`src/rtl/id_hazard_unit_pkg.sv`:
```
// rtl/id_hazard_unit_pkg.sv - shared GPR constants and forwarding channel indices for the ID hazard unit
package id_hazard_unit_pkg;

  localparam int GPR_ADDR_W = 5;
  localparam int GPR_NUM    = 32;

  typedef logic [GPR_ADDR_W-1:0] gpr_addr_t;

  // Default channel order, youngest stage first (highest forwarding priority)
  typedef enum logic [1:0] {
    FWD_EXE = 2'd0,
    FWD_MEM = 2'd1,
    FWD_WB  = 2'd2
  } fwd_ch_e;

endpackage

```
`src/rtl/hazard_fwd_mux.sv`:
```
// rtl/hazard_fwd_mux.sv - per-source-port priority bypass search and hazard detection
module hazard_fwd_mux
  import id_hazard_unit_pkg::*;
#(
  parameter int NUM_FWD = 3,
  parameter int DATA_W  = 32
) (
  input  logic                         src_en,
  input  gpr_addr_t                    src_addr,
  input  logic [DATA_W-1:0]            rf_rdata,
  input  logic [NUM_FWD-1:0]           fwd_valid,
  input  logic [NUM_FWD*GPR_ADDR_W-1:0] fwd_dest,
  input  logic [NUM_FWD-1:0]           fwd_data_ok,
  input  logic [NUM_FWD*DATA_W-1:0]    fwd_data,
  input  logic                         pend,
  output logic [DATA_W-1:0]            src_data,
  output logic                         hazard
);

  logic              hit;
  logic              hit_ok;
  logic [DATA_W-1:0] hit_data;

  // Scan oldest to youngest so the lowest matching channel overwrites and wins
  always_comb begin
    hit      = 1'b0;
    hit_ok   = 1'b0;
    hit_data = '0;
    for (int i = NUM_FWD - 1; i >= 0; i--) begin
      if (fwd_valid[i] && (fwd_dest[i*GPR_ADDR_W +: GPR_ADDR_W] == src_addr)) begin
        hit      = 1'b1;
        hit_ok   = fwd_data_ok[i];
        hit_data = fwd_data[i*DATA_W +: DATA_W];
      end
    end
  end

  // r0 reads as zero; an unready hit or a pending non-forwarding writer is a hazard
  always_comb begin
    src_data = rf_rdata;
    hazard   = 1'b0;
    if (src_addr == '0) begin
      src_data = '0;
    end else if (hit) begin
      if (hit_ok) begin
        src_data = hit_data;
      end else begin
        hazard = src_en;
      end
    end else if (pend) begin
      hazard = src_en;
    end
  end

endmodule

```
`src/rtl/id_hazard_unit.sv`:
```
// rtl/id_hazard_unit.sv - ID stage GPR scoreboard, bypass network and stall generation (optional ID_HAZ_STATS_EN)
module id_hazard_unit
  import id_hazard_unit_pkg::*;
#(
  parameter int NUM_SRC  = 2,
  parameter int NUM_FWD  = 3,
  parameter int DATA_W   = 32,
  parameter int MAX_PEND = 3
) (
  input  logic                          clk,
  input  logic                          resetn,
  input  logic [NUM_SRC-1:0]            src_en,
  input  logic [NUM_SRC*GPR_ADDR_W-1:0] src_addr,
  input  logic [NUM_SRC*DATA_W-1:0]     rf_rdata,
  input  logic [NUM_FWD-1:0]            fwd_valid,
  input  logic [NUM_FWD*GPR_ADDR_W-1:0] fwd_dest,
  input  logic [NUM_FWD-1:0]            fwd_data_ok,
  input  logic [NUM_FWD*DATA_W-1:0]     fwd_data,
  input  logic                          cur_we,
  input  gpr_addr_t                     cur_dest,
  input  logic                          issue_fire,
  input  logic                          ret_valid,
  input  gpr_addr_t                     ret_dest,
  output logic [NUM_SRC*DATA_W-1:0]     src_data,
  output logic                          ds_stall,
  output logic                          sb_err
`ifdef ID_HAZ_STATS_EN
  ,
  output logic [31:0]                   stall_cycles
`endif
);

  localparam int CNT_W = $clog2(MAX_PEND + 1);
  localparam logic [CNT_W-1:0] CNT_MAX = CNT_W'(MAX_PEND);

  logic [CNT_W-1:0] cnt_q [GPR_NUM];
  logic [CNT_W-1:0] cnt_d [GPR_NUM];
  logic             sb_err_q;
  logic             sb_err_d;
  logic [NUM_SRC-1:0] port_haz;
  logic             sat;

  // Pending-writer bookkeeping: issue adds, retire removes, simultaneous pair cancels
  always_comb begin
    sb_err_d = sb_err_q;
    cnt_d[0] = '0;
    for (int r = 1; r < GPR_NUM; r++) begin
      cnt_d[r] = cnt_q[r];
      if (issue_fire && cur_we && (cur_dest == gpr_addr_t'(r))) begin
        if (!(ret_valid && (ret_dest == gpr_addr_t'(r))) && (cnt_q[r] != CNT_MAX)) begin
          cnt_d[r] = cnt_q[r] + CNT_W'(1);
        end
      end else if (ret_valid && (ret_dest == gpr_addr_t'(r))) begin
        if (cnt_q[r] == '0) begin
          sb_err_d = 1'b1;
        end else begin
          cnt_d[r] = cnt_q[r] - CNT_W'(1);
        end
      end
    end
  end

  // Scoreboard state, cleared immediately by reset
  always_ff @(posedge clk or negedge resetn) begin
    if (!resetn) begin
      for (int r = 0; r < GPR_NUM; r++) begin
        cnt_q[r] <= '0;
      end
      sb_err_q <= 1'b0;
    end else begin
      cnt_q    <= cnt_d;
      sb_err_q <= sb_err_d;
    end
  end

  assign sb_err = sb_err_q;

  genvar k;
  generate
    for (k = 0; k < NUM_SRC; k++) begin : g_src
      gpr_addr_t addr_k;
      logic      pend_k;

      assign addr_k = src_addr[k*GPR_ADDR_W +: GPR_ADDR_W];
      assign pend_k = (cnt_q[addr_k] != '0);

      hazard_fwd_mux #(
        .NUM_FWD (NUM_FWD),
        .DATA_W  (DATA_W)
      ) u_fwd_mux (
        .src_en      (src_en[k]),
        .src_addr    (addr_k),
        .rf_rdata    (rf_rdata[k*DATA_W +: DATA_W]),
        .fwd_valid   (fwd_valid),
        .fwd_dest    (fwd_dest),
        .fwd_data_ok (fwd_data_ok),
        .fwd_data    (fwd_data),
        .pend        (pend_k),
        .src_data    (src_data[k*DATA_W +: DATA_W]),
        .hazard      (port_haz[k])
      );
    end
  endgenerate

  // A writer at the pending limit may only issue if one retires in the same cycle
  always_comb begin
    sat = cur_we && (cur_dest != '0) && (cnt_q[cur_dest] == CNT_MAX) &&
          !(ret_valid && (ret_dest == cur_dest));
  end

  assign ds_stall = (|port_haz) | sat;

`ifdef ID_HAZ_STATS_EN
  logic [31:0] stall_cycles_q;

  // Saturating count of stalled cycles
  always_ff @(posedge clk or negedge resetn) begin
    if (!resetn) begin
      stall_cycles_q <= '0;
    end else if (ds_stall && (stall_cycles_q != 32'hFFFF_FFFF)) begin
      stall_cycles_q <= stall_cycles_q + 32'd1;
    end
  end

  assign stall_cycles = stall_cycles_q;
`endif

endmodule

```
`config.mk`:
```
export PLATFORM = sky130hd
export DESIGN_NAME = id_hazard_unit
export DESIGN_NICKNAME = d
export VERILOG_FILES = /design/src/rtl/id_hazard_unit_pkg.sv /design/src/rtl/hazard_fwd_mux.sv /design/src/rtl/id_hazard_unit.sv
export SDC_FILE = /design/constraint.sdc
export NUM_CORES = 1
export LEC_CHECK = 0
export BUFFER_PORTS_ARGS = -buffer_cell sky130_fd_sc_hd__buf_4
export CORE_MARGIN = 1
export CORE_UTILIZATION = 47
export CTS_BUF_LIST = sky130_fd_sc_hd__clkbuf_4 sky130_fd_sc_hd__clkbuf_8 sky130_fd_sc_hd__clkbuf_16
export DETAILED_ROUTE_END_ITERATION = 8
export PLACE_DENSITY = 0.77
export SLEW_MARGIN = 20
export SYNTH_ARGS = -nofsm -noshare
export SYNTH_HDL_FRONTEND = slang
export SYNTH_SLANG_ARGS = --single-unit
```
`constraint.sdc`:
```
create_clock -name clk -period 3.8 [get_ports clk]
set_input_delay 0.57 -clock clk [delete_from_list [all_inputs] [get_ports clk]]
set_output_delay 0.57 -clock clk [all_outputs]
set_load 0.05 [all_outputs]
```
==> impl_results.md, run 1 <==
* Outcome: complete, no violations
* FMAX at 0.276 GHz
* Total GRT Usage at ~41%
* Synthesized netlist cell count at 1029
* 1st-iter DRT viols at 1229
* Critical path arrival at 3.05 ns
* Most frequent cells in the layout: 279 x buf_4, 144 x nand2_1, 129 x nor2_1
* Min-Delay Path Class: primary input to async pin
* CTS clk-pin slew, worst paths at 0.05 ns
* Yosys cell types at 62
* Ant. Diodes at 0
* Number of enable flip-flop cells after synthesis at 0
* Synth area leaders: dfrtp_1 21%, a22o_1 7.9%, nand2_1 7.3%
* Reg-to-Reg Start: cnt_q[21]$_DFFE_PN0P_
* Die area at 16400 sq um
* Fin cells at 1472
* Unrepaired setup endpoints after global routing: no
* Net Sw Frac at 41.3%
* Period Utilization, post-route at 95.2%
* Clock root buffer: clkbuf_16
* Syn nets at approximately 1200
* Least-Margin Pin Slew at 0.813 ns
* Via Count at 9390
* Hold buffer count at CTS at 0
* Top-area cell type share of the netlist area at 21.1%
* Placement Rows at 45
* Clock Power Share at 25.7%
* Syn Area/Cell at 7.24 sq um
* Ys Warns at 0
* Critical Path RT at 3.23 ns
* Core area at 15300 sq um
* Layout Area Growth over Synthesis at 32.3%
* Die Wd at 128 um
* Finish-stage setup viols at 0
* Crit path kind: primary input to primary output
* Post-CTS Setup Bufs at 0
* DR DRC count at 0
* GP Congestion at between 1 and 1.5
* Slew Limit Fails at 0
* Clock sinks at 63
* Initial Utilization at approximately half
* Clock latency on the worst-skew pair at about 0.33 ns
* Fill cells at 1465
* Final Skew at 0.00331 ns
* I/O Buffers at ~270
* Crit-path max cell delay at 0.43 ns
* Antenna Violating Nets Remaining at 0
* I/O pin count at 274
* Library cell with the largest summed area after synthesis: dfrtp_1
* Slowest cell on the critical path: mux2i_1
* Detail Placement HPWL at 26700 um
* Post-layout min period at approximately 3.6 ns
* NetSw at 0.00136 W
* Seq pwr share at 33.8%
* Synthesized area at 7450 sq um
* Dpl cells at 1457
* Comb pwr share at 40.5%
* Routed length per placed instance at 23.0 um
* Fraction of final layout cells with drive strength greater than 1 at 27.8%
* Setup_tns at 0 ns
* Reg2Reg Setup Slack at around 1.9 ns
* Rel. slew slack at 45.8%
* Clock Tree Buf Depth at 2
* CTS-repair resized insts at 0
* Top cell by count, worst path: buf_4
* Pin count of the biggest net entering global routing at 66
* Die H at 128 um
* Final #Nets at 1465
* CP cell instances: buf_4 -> xor2_1 -> nor4_1 -> and3_1 -> buf_4 -> nor2b_2 -> buf_12 -> a22o_1 -> mux2i_1 -> o2bb2ai_1 -> buf_4
* Crit-path max FO at 34
* Leakage at between 4 and 5 nW
* Drt total wl at 33900 um
* FF-to-FF path depth at 5
* Internal power at roughly 0.0019 W
* Num CTS Buffers at 9
* Commonest non-fill, non-tap cell in the layout: buf_4
* Post-synth ARST share at 100%
* H-tree levels at 3
* Fin. Hold Viols at 0
* Max-cap violation count at 0
* Vias in the first global route at 8503
* Setup crit start kind: primary input
* R2R Path End: sb_err$_DFF_PN0_
* First-pass GRT wire length at roughly 50000 um
* Grt ovf at 0
* Number of synthesized register bits at 63
* DRT Pass-1 Iters at 7
* Register area share after synthesis at 21.1%
* Power per standard cell area at ~330 nW/um^2
* Max rail drop VDD at around 280 uV
* CP endpoint kind: primary output
* Initial antenna violation count at 1
* CTS tree: yes
* Routed vias/inst at 6.38
* Ys flop type: dfrtp_1
layer usage:
layer | vias up | routed length [um] | global-route usage (%)
li1 | 4272 | - | -
met1 | 4370 | 13900 | 55.5
met2 | 640 | 13500 | 56.2
met3 | 106 | 5060 | 16.8
met4 | 2 | 1430 | 15.5
met5 | - | 13 | 0
worst max path at each step:
stage                 from           end  depth (start not counted)
2_1_floorplan  src_addr[2]  src_data[21]                         10
3_3_place_gp   src_addr[2]   src_data[9]                         11
3_5_place_dp   src_addr[2]   src_data[7]                         11
4_1_cts        src_addr[2]   src_data[7]                         11
5_1_grt        src_addr[2]   src_data[7]                         11
6_report       src_addr[2]   src_data[7]                         11
worst max-delay path, delay by kind of cell:
family          cells  cell delay, ns
xor+xnor            1            0.15
simple gates        3            0.62
mux                 1            0.43
buf+inv             4            0.95
compound gates      2            0.32
power groups by stage:
stage,Combinational [W],Clock (W),Sequential [W]
after floorplan,0.000806,0,0.00105
after global routing,0.00143,0.000878,0.00115
final,0.00134,0.000847,0.00111
after global placement,0.00129,0,0.00111
after detailed placement,0.00130,0,0.00111
after CTS,0.00131,0.000846,0.00110
cell usage after synthesis, drive strengths merged (3+ instances only):
library cell    n
a21oi          46
clkbuf         15
nand3          37
mux4           11
a211oi          8
mux2i          34
nand3b          7
nand2b         14
nor3           19
and3           15
a31oi          10
nand2         145
a22oi          35
a22o           67
and2           10
xnor2          13
buf            52
o311ai         10
inv            19
a2111oi         6
nor4           22
nor2b          16
xor2           22
or3             7
o211ai         12
a311o           3
dfrtp          63
o21ai         102
or2            18
nor2          133
nand4           7
o2bb2ai        32
registers in the layout (all words and copies together), names as in the netlist:
| name | cells |
|---|---|
| cnt_q | 62 |
| sb_err | 1 |
metrics by stage:
step	setup WS (ns)	power (W)	util [%]	instance area [sq um]	hold WS, ns
after floorplan	0.485	0.00185	-	7450	0.274
after global placement	0.274	0.00239	62.4	9560	0.514
after detailed placement	0.283	0.00241	62.4	9560	0.527
after CTS	0.272	0.00326	64.4	9870	0.370
after global routing	0.0102	0.00346	64.4	9870	0.403
final	0.182	0.00330	64.4	9870	0.340
cell type report:
type                       count  area (sq um)  share of cell area (%)
sequential                    63          1580                    16.0
inverter                      19          71.3                   0.723
clock buffer                  12           260                    2.64
timing repair buffer         284          2190                    22.2
multi-input combinational    880          5460                    55.3
clock inverter                 3          42.5                   0.431
tap                          211           264                    2.68
logic make-up after synthesis:
group                  count (synthesis)  synth area share [%]
AND/OR/NAND/NOR                      460                  29.6
AO/OA/AOI/OAI                        340                  31.5
buffers and inverters                 86                  5.76
flip-flops                            63                  21.1
multiplexers                          45                  7.89
XOR/XNOR                              35                  4.11
Note: power is estimated with default switching activity, not from simulation.
==> run 2: changes to the inputs <==
Settings changed: PLACE_DENSITY 0.77 to 0.74, SYNTH_HIERARCHICAL set to 1.
==> run 2 against run 1 <==
Against the previous run:
- sequential power shrank 4%
- register-to-register slack gained 0.05 ns
- die area grew 25%
==> impl_results.md, run 2 <==
* Unrepaired setup endpoints after global routing: no
* Seq pwr share at 31.1%
* Min-Delay Path Class: primary input to async pin
* Most numerous cell in the Yosys netlist: nand2_1
* Setup crit start kind: primary input
* Leakage at 5.21 nW
* CTS-repair resized insts at 0
* Crit path kind: primary input to primary output
* Detail Placement HPWL at 29900 um
* Yosys cell types at 59
* Post-synth ARST share at between 90% and 100%
* Period Utilization, post-route at 95.6%
* Power per standard cell area at 292 nW/um^2
* Drt total wl at roughly 40000 um
* Setup_tns at 0 ns
* Placement Rows at 51
* Routed length per placed instance at ~22 um
* Fin. Hold Viols at 0
* Via Count at 11800
* NetSw at 0.00147 W
* Critical Path RT at 3.23 ns
* Pin count of the biggest net entering global routing at 67
* Routed vias/inst at between 6 and 7
* Syn Area/Cell at 7.08 sq um
* Net Sw Frac at 42.7%
* Ys Warns at 6
* Final Worst Setup Slack at 0.167 ns
* Initial antenna violation count at 3
* Crit-path max FO at 32
* Final #Nets at 1728
* Biggest register: cnt_q
* GP Congestion at 1.00
* Number of enable flip-flop cells after synthesis at 0
* Rel. slew slack at 39.3%
* Clock Tree Buf Depth at 2
* Clock Power Share at 26.1%
* I/O pin count at around 270
* Core area at 19500 sq um
* Final Skew at 0.00524 ns
* Vias in the first global route at 10400
* DRT Pass-1 Iters at 6
* Clock latency on the worst-skew pair at 0.35 ns
* Finish-stage setup viols at 0
* Die area at 20400 sq um
* Clock root buffer: clkbuf_16
* Total GRT Usage at 37.9%
* Final core occ at roughly three fifths
* Syn nets at 1524
* Least-Margin Pin Slew at 0.909 ns
* Die H at 143 um
* Post-CTS Setup Bufs at 0
* I/O Buffers at 273
* Multi-input combinational cell area at 7090 sq um
* Most frequent cells in the layout: 317 x buf_4, 202 x nand2_1, 117 x nor2_1
* Max-cap violation count at 0
* Register area share after synthesis at between 15 and 20%
* Layout Area Growth over Synthesis at 26.9%
* DR DRC count at 0
* Post-layout min period at between 3 and 4 ns
* Fill cells at 1800
* First-pass GRT wire length at 59100 um
* Number of synthesized register bits at 63
* Slew Limit Fails at 0
* 1st-iter DRT viols at between 1000 and 1500
* Synthesized area at 9310 sq um
* Comb pwr share at 42.9%
* Grt ovf at 0
* Fraction of final layout cells with drive strength greater than 1 at 25.0%
* Most frequent cells after synthesis: 204 x nand2_1, 118 x nor2_1, 91 x clkbuf_1, 87 x nand3_1, 85 x a211oi_1
* Outcome: complete, no violations
* CTS tree: yes
* Critical path arrival at 3.06 ns
* Number of flip-flops under the largest register name at 62
* Synth area leaders: dfrtp_1 17%, nand2_1 8.2%, mux2i_1 6.9%
* Top-area cell type share of the netlist area at 16.9%
* Clock sinks at 63
* Num CTS Buffers at 9
* Max rail drop VDD at 383 uV
* CP endpoint kind: primary output
* Internal power at 0.00198 W
* Library cell with the largest summed area after synthesis: dfrtp_1
* FMAX at 0.275 GHz
* Antenna Violating Nets Remaining at 0
* H-tree levels at 3
* Commonest non-fill, non-tap cell in the layout: buf_4
* CTS clk-pin slew, worst paths at 0.06 ns
* Synthesized netlist cell count at 1316
* Register area at 1580 sq um
* Setup slack at placement at 0.286 ns
* Die Wd at 143 um
* Initial Utilization at 47.8%
* Hold buffer count at CTS at 0
* Ys flop type: dfrtp_1
run 2: changes by cell type after synthesis, sizes merged, moves of 33 or more:
cell    delta
a22oi     -33
nand3b    +66
nand3     +51
o311ai    +66
a22o      -66
nand2     +60
and3      +52
a211oi    +77
clkbuf    +76
run 2: layer usage:
| metal | up-vias | global-route usage (%) | share of wire [%] |
|---|---|---|---|
| li1 | 5343 | - | - |
| met1 | 5497 | 47.9 | 38 |
| met2 | 792 | 57.5 | 44 |
| met3 | 188 | 9.62 | 12 |
| met4 | 0 | 24.1 | 6.7 |
| met5 | - | 0 | 0 |
run 2: final timing paths:
kind,from,to,slack [ns],depth (start not counted)
worst min-delay path,resetn,cnt_q[7]$_DFFE_PN0P_,0.33,1
worst min register to register,cnt_q[36]$_DFFE_PN0P_,cnt_q[36]$_DFFE_PN0P_,0.52,1
worst max-delay path,src_addr[1],src_data[9],0.17,8
worst max register to register,cnt_q[6]$_DFFE_PN0P_,sb_err$_DFF_PN0_,1.97,6
min in group clk,cnt_q[36]$_DFFE_PN0P_,cnt_q[36]$_DFFE_PN0P_,0.52,1
max in group asynchronous,resetn,cnt_q[47]$_DFFE_PN0P_,2.95,1
run 2: layout make-up:
class,count,area share [%]
Inverter,17,0.540
Sequential cell,63,13.3
Clock buffer,9,1.91
Multi-Input combinational cell,1110,60.0
Tap cell,265,2.81
Clock inverter,7,0.826
Timing Repair Buffer,319,20.5
Antenna cell,3,0.0635
run 2: through the flow:
step	hold slack [ns]	instance area, sq um	power (W)	instances
floorplan	0.274	9310	0.00192	1316
global placement	0.502	11500	0.00248	1774
detailed placement	0.510	11500	0.00251	1774
CTS	0.360	11800	0.00341	1790
global route	0.398	11800	0.00361	1792
finish	0.331	11800	0.00345	1793
run 2: critical path, stage by stage:
cell and delay, ns:
buf_4 0.17, xor2_1 0.19, nor4_4 0.36, a211oi_1 0.17
o31ai_4 0.27, buf_4 0.52, mux2i_1 0.50, buf_4 0.29
run 2: kinds of logic after synthesis:
group / share of synthesized area (%)
and+or+nand+nor: 37.6
AOI/OAI and AO/OA: 23.8
DFF: 16.9
xor gates and xnor gates: 3.29
muxes: 11.0
buffers and inverters: 7.38
run 2: power groups by stage:
stage               combinational (W)  sequential [W]  clock (W)
finish                        0.00148         0.00107   0.000900
floorplan                    0.000928        0.000992          0
CTS                           0.00145         0.00106   0.000906
global route                  0.00157         0.00111   0.000934
global placement              0.00142         0.00106          0
detailed placement            0.00145         0.00107          0
